<file path="src/rtl/ts_pkg.sv">
// Shared types and arithmetic for the time-surface store: op encoding, grid
// geometry derivation and the saturating increment / decay rules.
package ts_pkg;

  localparam int MAX_VALUE_BITS = 16;

  typedef logic [MAX_VALUE_BITS:0] wide_t;

  typedef enum logic [1:0] {OP_NONE, OP_SCAN, OP_EVT} op_t;

  typedef enum logic {INIT, RUN} state_t;

  function automatic int num_cells(input int grid);
    return grid * grid;
  endfunction

  function automatic int coord_bits(input int grid);
    return $clog2(grid);
  endfunction

  function automatic int addr_bits(input int grid);
    return $clog2(grid * grid);
  endfunction

  // Widened by one bit so v + inc cannot wrap before the clamp.
  function automatic wide_t sat_inc(input wide_t v, input wide_t inc, input wide_t vmax);
    wide_t s;
    s = v + inc;
    return (s > vmax) ? vmax : s;
  endfunction

  // Every non-zero cell loses at least one count per scan so it reaches 0.
  function automatic wide_t decay_step(input wide_t v, input int shift);
    wide_t d;
    d = v >> shift;
    if (d == '0 && v != '0) d = wide_t'(1);
    return v - d;
  endfunction

endpackage

</file>
<file path="src/rtl/ts_bram.sv">
// Simple dual-port cell store: registered read, old data on read-during-write.
module ts_bram #(
  parameter int DEPTH     = 256,
  parameter int WIDTH     = 8,
  parameter int ADDR_BITS = 8
) (
  input  logic                 clk,
  input  logic                 we,
  input  logic [ADDR_BITS-1:0] waddr,
  input  logic [WIDTH-1:0]     wdata,
  input  logic [ADDR_BITS-1:0] raddr,
  output logic [WIDTH-1:0]     rd_data
);

  logic [WIDTH-1:0] mem [DEPTH];

  always_ff @(posedge clk) begin
    if (we) mem[waddr] <= wdata;
    rd_data <= mem[raddr];
  end

endmodule

</file>
<file path="src/rtl/time_surface_memory.sv">
// Event-driven time surface: events add EVT_INC to a cell, scan reads decay and write back.
// Scan read latency 2 cycles; scans win arbitration so evt_ready drops while ts_read_enable is high.
module time_surface_memory
  import ts_pkg::*;
#(
  parameter int GRID_SIZE   = 16,
  parameter int VALUE_BITS  = 8,
  parameter int EVT_INC     = 16,
  parameter int DECAY_SHIFT = 3,
  parameter int ON_ONLY     = 0,
  localparam int COORD_BITS = coord_bits(GRID_SIZE),
  localparam int ADDR_BITS  = addr_bits(GRID_SIZE)
) (
  input  logic                  clk,
  input  logic                  rst_n,
  input  logic                  evt_valid,
  output logic                  evt_ready,
  input  logic [COORD_BITS-1:0] evt_x,
  input  logic [COORD_BITS-1:0] evt_y,
  input  logic                  evt_polarity,
  input  logic [ADDR_BITS-1:0]  ts_read_addr,
  input  logic                  ts_read_enable,
  output logic [VALUE_BITS-1:0] ts_read_value,
  output logic                  init_done,
  output logic [15:0]           debug_evt_count
);

  localparam int    NUM_CELLS   = num_cells(GRID_SIZE);
  localparam wide_t VALUE_MAX_W = wide_t'((1 << VALUE_BITS) - 1);
  localparam wide_t EVT_INC_W   = wide_t'(EVT_INC);

  state_t                state, state_next;
  logic [ADDR_BITS-1:0]  init_cnt;
  logic                  init_last;

  op_t                   issue_op;
  logic [ADDR_BITS-1:0]  issue_addr;
  logic [ADDR_BITS-1:0]  evt_cell;
  logic                  evt_discard;

  op_t                   s1_op, s2_op;
  logic [ADDR_BITS-1:0]  s1_addr, s2_addr, s3_addr;
  logic [VALUE_BITS-1:0] s2_data, s3_data;
  logic                  s3_vld;
  logic [VALUE_BITS-1:0] s1_raw, s1_res;
  wide_t                 s1_wide;

  logic                  ram_we;
  logic [ADDR_BITS-1:0]  ram_waddr;
  logic [VALUE_BITS-1:0] ram_wdata;
  logic [VALUE_BITS-1:0] ram_rd_data;

  // Power-of-two grid: y*GRID_SIZE + x is a plain concatenation.
  assign evt_cell    = {evt_y, evt_x};
  assign evt_discard = (ON_ONLY != 0) && !evt_polarity;
  assign init_last   = (init_cnt == ADDR_BITS'(NUM_CELLS - 1));

  always_comb begin
    state_next = state;
    evt_ready  = 1'b0;
    issue_op   = OP_NONE;
    issue_addr = ts_read_addr;
    unique case (state)
      INIT: begin
        if (init_last) state_next = RUN;
      end
      RUN: begin
        evt_ready = !ts_read_enable;
        if (ts_read_enable) begin
          issue_op = OP_SCAN;
        end else if (evt_valid && !evt_discard) begin
          issue_op   = OP_EVT;
          issue_addr = evt_cell;
        end
      end
      default: state_next = INIT;
    endcase
  end

  always_ff @(posedge clk or negedge rst_n) begin
    if (!rst_n) begin
      state     <= INIT;
      init_cnt  <= '0;
      init_done <= 1'b0;
    end else begin
      state     <= state_next;
      init_done <= (state_next == RUN);
      if (state == INIT) init_cnt <= init_cnt + 1'b1;
    end
  end

  // s2 holds the write about to land, s3 the one that just landed and is
  // still invisible to a read issued on that same edge.
  always_comb begin
    s1_raw = ram_rd_data;
    if (s3_vld && s3_addr == s1_addr) s1_raw = s3_data;
    if (s2_op != OP_NONE && s2_addr == s1_addr) s1_raw = s2_data;
  end

  assign s1_wide = wide_t'(s1_raw);
  assign s1_res  = VALUE_BITS'((s1_op == OP_SCAN) ? decay_step(s1_wide, DECAY_SHIFT)
                                                  : sat_inc(s1_wide, EVT_INC_W, VALUE_MAX_W));

  always_ff @(posedge clk or negedge rst_n) begin
    if (!rst_n) begin
      s1_op           <= OP_NONE;
      s1_addr         <= '0;
      s2_op           <= OP_NONE;
      s2_addr         <= '0;
      s2_data         <= '0;
      s3_vld          <= 1'b0;
      s3_addr         <= '0;
      s3_data         <= '0;
      ts_read_value   <= '0;
      debug_evt_count <= '0;
    end else begin
      s1_op   <= issue_op;
      s1_addr <= issue_addr;
      s2_op   <= s1_op;
      s2_addr <= s1_addr;
      s2_data <= s1_res;
      s3_vld  <= (s2_op != OP_NONE);
      s3_addr <= s2_addr;
      s3_data <= s2_data;
      if (s2_op == OP_SCAN) ts_read_value <= s2_data;
      if (s2_op == OP_EVT) debug_evt_count <= debug_evt_count + 16'd1;
    end
  end

  always_comb begin
    ram_we    = (s2_op != OP_NONE);
    ram_waddr = s2_addr;
    ram_wdata = s2_data;
    if (state == INIT) begin
      ram_we    = 1'b1;
      ram_waddr = init_cnt;
      ram_wdata = '0;
    end
  end

  ts_bram #(
    .DEPTH    (NUM_CELLS),
    .WIDTH    (VALUE_BITS),
    .ADDR_BITS(ADDR_BITS)
  ) u_bram (
    .clk    (clk),
    .we     (ram_we),
    .waddr  (ram_waddr),
    .wdata  (ram_wdata),
    .raddr  (issue_addr),
    .rd_data(ram_rd_data)
  );

endmodule

</file>
<file path="config.mk">
export PLATFORM = sky130hd
export DESIGN_NAME = time_surface_memory
export DESIGN_NICKNAME = d
export VERILOG_FILES = /design/src/rtl/ts_pkg.sv /design/src/rtl/ts_bram.sv /design/src/rtl/time_surface_memory.sv
export SDC_FILE = /design/constraint.sdc
export NUM_CORES = 2
export LEC_CHECK = 0
export CORE_MARGIN = 3
export CORE_UTILIZATION = 45
export CTS_CLUSTER_SIZE = 40
export DETAILED_ROUTE_END_ITERATION = 10
export PLACE_DENSITY_LB_ADDON = 0.08
export SYNTH_ARGS = -nofsm -noshare
export SYNTH_HDL_FRONTEND = slang
export SYNTH_HIERARCHICAL = 1
export SYNTH_SLANG_ARGS = --single-unit
</file>
<file path="constraint.sdc">
create_clock -name clk -period 10.57 [get_ports clk]
set_input_delay 2.114 -clock clk [delete_from_list [all_inputs] [get_ports clk]]
set_output_delay 2.114 -clock clk [all_outputs]
set_load 0.02 [all_outputs]
</file>
==> results by stage <==
Final layout:
- The layout overhead on the synthesized area is 12.08%.
- The fraction of layout cells with a size suffix above 1 is 21.31%.
- The finished cells cover 0.09331 mm².
- After the last flow step, the layout net total stands at 4196.
- The count of cells in the finished layout, fillers not included, comes to 6811.
- Cells fill 50.86% of the core in the end.

Floorplan:
- The die area is 0.1902 mm².
- The initial cell density of the core is 45.38%.
- The floorplan step set the die width to 436.1 µm.
- The floorplan has 157 rows.
- The die is 436.1 µm tall.
- The core outline area is 0.1835 mm².
- 47 I/O pins were placed.

Route:
- Dividing the detail-routed via count by the number of cells gives 5.994.
- The routed design uses 14.46 mm of met3 wire.
- The vias after detailed routing is 40826.
- The remaining number of nets flagged by the antenna check after routing is 0.
- The detailed-routing iteration count for the pre-antenna-repair pass is 7.
- The sum of routed wire length over all layers is 215.0 mm.
- The top metal layer carrying routed signals is met4.
- For this block, wires on met1 add up to 94.03 mm.
- For this run, design rule violations remaining after detail routing come to 0.
- The detailed-routed wire length on met2 is 102.0 mm.
- The detailed-route wire length per cell is 31.56 µm.
- After the first detailed-routing iteration, the DRC count stood at 4361.

Clock tree:
- The number of levels the H-tree was split into is 4.
- CTS saw 2134 sinks.
- The buffer cell driving the clock tree root is clkbuf_16.
- Clock latency on the worst-skew pair, taken at its later pin, is 0.83 ns.
- The number of buffers created by CTS is 217.
- The post-CTS setup repair buffer count is 0.
- Clock-pin slew was measured on the worst setup and hold paths at 0.06 ns.
- The longest clock path from root to sink contains 3 buffers.
- The post-cts gate resize count is 0.
- Hold repair after CTS inserted 0 buffers.
- TritonCTS built the clock tree.

Placed design:
- The number of instances in the placed design is 6409.
- The placement-stage cell area is 0.08627 mm².
- The detailed-placement wirelength estimate is 128.5 mm.
- The count of input and output buffers is 45.
- The placer congestion estimate is 0.8032.

Global route:
- The pin count of the biggest net entering global routing is 217.
- Global routing finished with a remaining overflow of 0.
- The number of global-route vias before repair came to 40838.
- The initial antenna violation count is 11.
- Global routing used 22.50% of the available tracks across all layers.
- The first-pass GRT wire length is 306.7 mm.

Synthesis:
- Sorting the synthesized cells by area gives the leading types as edfxtp_1, mux4_2, dfrtp_1.
- The number of nets in the synthesized netlist is 4087.
- The largest area contributor in the synthesized netlist is edfxtp_1.
- After synthesis, the largest area contributor takes up 73.87% of total cell area.
- The number of enable flip-flop cells after synthesis is 2048.
- The share of synthesized registers carrying an async set or reset is 3.655%.
- The synthesized instance count is 4055.
- The synthesized area per cell is 20.53 µm².
- The summed instance area of the synthesized netlist is 0.08326 mm².
- The dominant synthesized flop cell is edfxtp_1.
- The post-synthesis sequential area ratio is 76.40%.
- The Yosys step of the flow raised 6 warnings.
- The count of distinct cell types in the synthesized netlist is 78.
- The register bit count reported by yosys is 2134.

Power and ir drop:
- IR analysis of the VDD net gives a maximum drop of 0.1289 mV.
- The areal power density over the cells is 185.4 mW/mm².
- Summed over all cells, the static leakage comes to 0.02410 µW.

Worst hold path:
- The worst hold path begins at s1_op[1]$_DFF_PN0_.
- The number of cells on the worst hold path is 0.
- The worst min-delay path category is flip-flop to flip-flop.
- For hold timing, the worst endpoint is s2_op[1]$_DFF_PN0_.

Setup path:
- The element type at the critical path end is a flip-flop.
- The critical path data arrival time is 7.36 ns.
- For the worst flop-to-flop path, the logic depth is 9.
- Walking the worst path, the cells encountered are clkdlybuf4s50_1, nor2b_1, nand2_1, mux2_8, buf_12, mux4_2, a221oi_1, o32ai_1, nor3_1, nor4_1.
- For this run, the slowest stage of the critical path takes 0.97 ns.
- STA puts the critical path data required time at 11.22 ns.
- For this design, the slowest cell found on the critical path is nor3_1.
- In this run the critical register-to-register path is launched from state$_DFF_PN0_.
- Among cell families on the critical path, the largest total delay comes from simple AND/OR/NAND/NOR gates.
- The end of the worst register-to-register path is u_bram/rd_data[5]$_DFF_P_.
- The worst register-to-register path has a setup slack of 5.11 ns.
- The type of origin of the critical path is an input pin.
- The critical path start-end classification is input pin to flip-flop.
- Along the worst path, the maximum fanout reaches 63.
- The total buffers and inverters traversed by the critical path is 2.

Timing:
- The fmax is 149.1 MHz.
- The number of max-slew violations in the final report is 0.
- The post-route minimum period is 6.709 ns.
- For the pin with the worst max-slew slack, the measured transition is 1.278 ns.
- The ratio of final minimum period to clock period is 63.47%.
- Setup violations remaining at the end of the flow were counted as 0.
- Between clock sinks in the finished design, the worst skew comes to 0.02600 ns.
- Setup repair after global routing left no endpoint under its margin.
- The number of endpoints with negative hold slack in the final report is 0.
- In this run the tightest slew margin relative to its limit is 14.52%.
- The final setup TNS is 0 ns.

Status:
- The run finished with clean final reports.

Flow run:
- The total of max-cap violations is 0.
==> worst max-delay path by stage <==
| stage | end | slack (ns) | cells past startpoint | start |
|---|---|---|---|---|
| after global placement | u_bram/rd_data[5]$_DFF_P_ | 3.12 | 10 | ts_read_enable |
| after floorplan | u_bram/mem[0][7]$_DFFE_PP_ | 5.53 | 2 | state$_DFF_PN0_ |
| after detailed placement | u_bram/rd_data[5]$_DFF_P_ | 3.03 | 10 | ts_read_enable |
| after global routing | u_bram/rd_data[5]$_DFF_P_ | 3.72 | 10 | ts_read_enable |
| final | u_bram/rd_data[5]$_DFF_P_ | 3.86 | 10 | ts_read_enable |
| after CTS | u_bram/rd_data[5]$_DFF_P_ | 3.92 | 10 | ts_read_enable |
==> metal layers <==
metal / up-vias / global-route usage, %
li1: 17077 / -
met3: 257 / 3.902
met1: 22116 / 33.33
met2: 1376 / 35.08
met4: 0 / 5.359
met5: - / 0
==> flip-flops by register name (all words and copies together) (netlist names), 2 cells and up <==
name	cells
s2_data	8
s2_op	2
s2_addr	8
s3_data	8
s1_op	2
s1_addr	8
debug_evt_count	16
ts_read_value	8
s3_addr	8
u_bram/mem	2048
u_bram/rd_data	8
init_cnt	8
==> cell usage after synthesis (4+ instances only) <==
cell type and instances:
o22ai_1 34, o31ai_1 4, nor3_1 30, dfxtp_1 8, nand3_1 43, xor2_1 8
mux2i_1 138, nor4_1 28, buf_6 21, buf_2 32, nand2_1 51, and2_1 17
buf_4 27, buf_8 13, buf_12 8, ha_1 10, o22a_1 5, o32ai_1 5
o21a_1 4, a22o_1 8, inv_1 13, mux4_2 454, a221oi_1 13, nor2b_1 34
buf_1 22, dfrtp_1 78, nand2b_1 12, or2_2 4, o211ai_1 10, nor2_1 303
a22oi_1 133, xnor2_1 31, nand4_1 22, and3_1 5, o221ai_1 46, mux2_2 26
o21ai_0 13, a21oi_1 104, clkbuf_1 115, edfxtp_1 2048, a211oi_1 18
==> power by group <==
| part | leakage (µW) | switching, µW | internal, µW |
|---|---|---|---|
| sequential | 0.0152 | 24.2 | 9150 |
| combinational | 0.00546 | 353 | 189 |
| clock | 0.00346 | 3160 | 4430 |
| total | 0.0241 | 3530 | 13800 |
==> through the flow <==
step | setup WS (ns) | total power, µW | hold slack [ns]
3_3_place_gp | 3.117 | 9901 | 0.3538
6_report | 3.861 | 17300 | 0.3875
4_1_cts | 3.923 | 17490 | 0.3866
2_1_floorplan | 5.527 | 9707 | 0.3456
3_5_place_dp | 3.033 | 9899 | 0.3626
5_1_grt | 3.718 | 17850 | 0.4101
==> cell type report <==
type | instances | area (µm²)
diodes | 2 | 5.005
clock buffers | 281 | 5908
clock inverters | 119 | 1134
fillers | 14788 | 90160
inverters | 15 | 57.56
multi-input cells | 1668 | 18310
flip-flops and latches | 2134 | 63610
well taps | 2464 | 3083
repair buffers | 128 | 1209
==> placed cells by master, fill, tap and decap left out, types with 12 or more instances in the layout <==
cell	instances
nor4_1	22
xnor2_1	31
o21ai_0	13
a22oi_1	133
nand2b_1	12
clkbuf_1	47
a221oi_1	13
nand3_1	34
nand2_1	51
nand4_1	22
clkinv_1	44
clkdlybuf4s50_1	44
buf_4	73
mux4_2	454
a211oi_1	18
nor2b_1	31
a21oi_1	104
mux2i_1	138
dfrtp_1	78
o22ai_1	34
o221ai_1	46
bufinv_16	21
clkinv_2	42
inv_1	13
nor3_1	30
edfxtp_1	2048
nor2_1	300
mux2_2	22
clkbuf_16	223
==> cell families after synthesis <==
kind of cell    Yosys count  share of synthesized area (%)
flops                  2134                          76.40
simple gates            569                          3.172
buf+inv                 253                          1.833
xor+xnor                 40                         0.4298
fa+ha+maj                11                         0.1743
mux                     620                          14.36
compound gates          428                          3.631
Note: power is estimated with default switching activity, not from simulation.
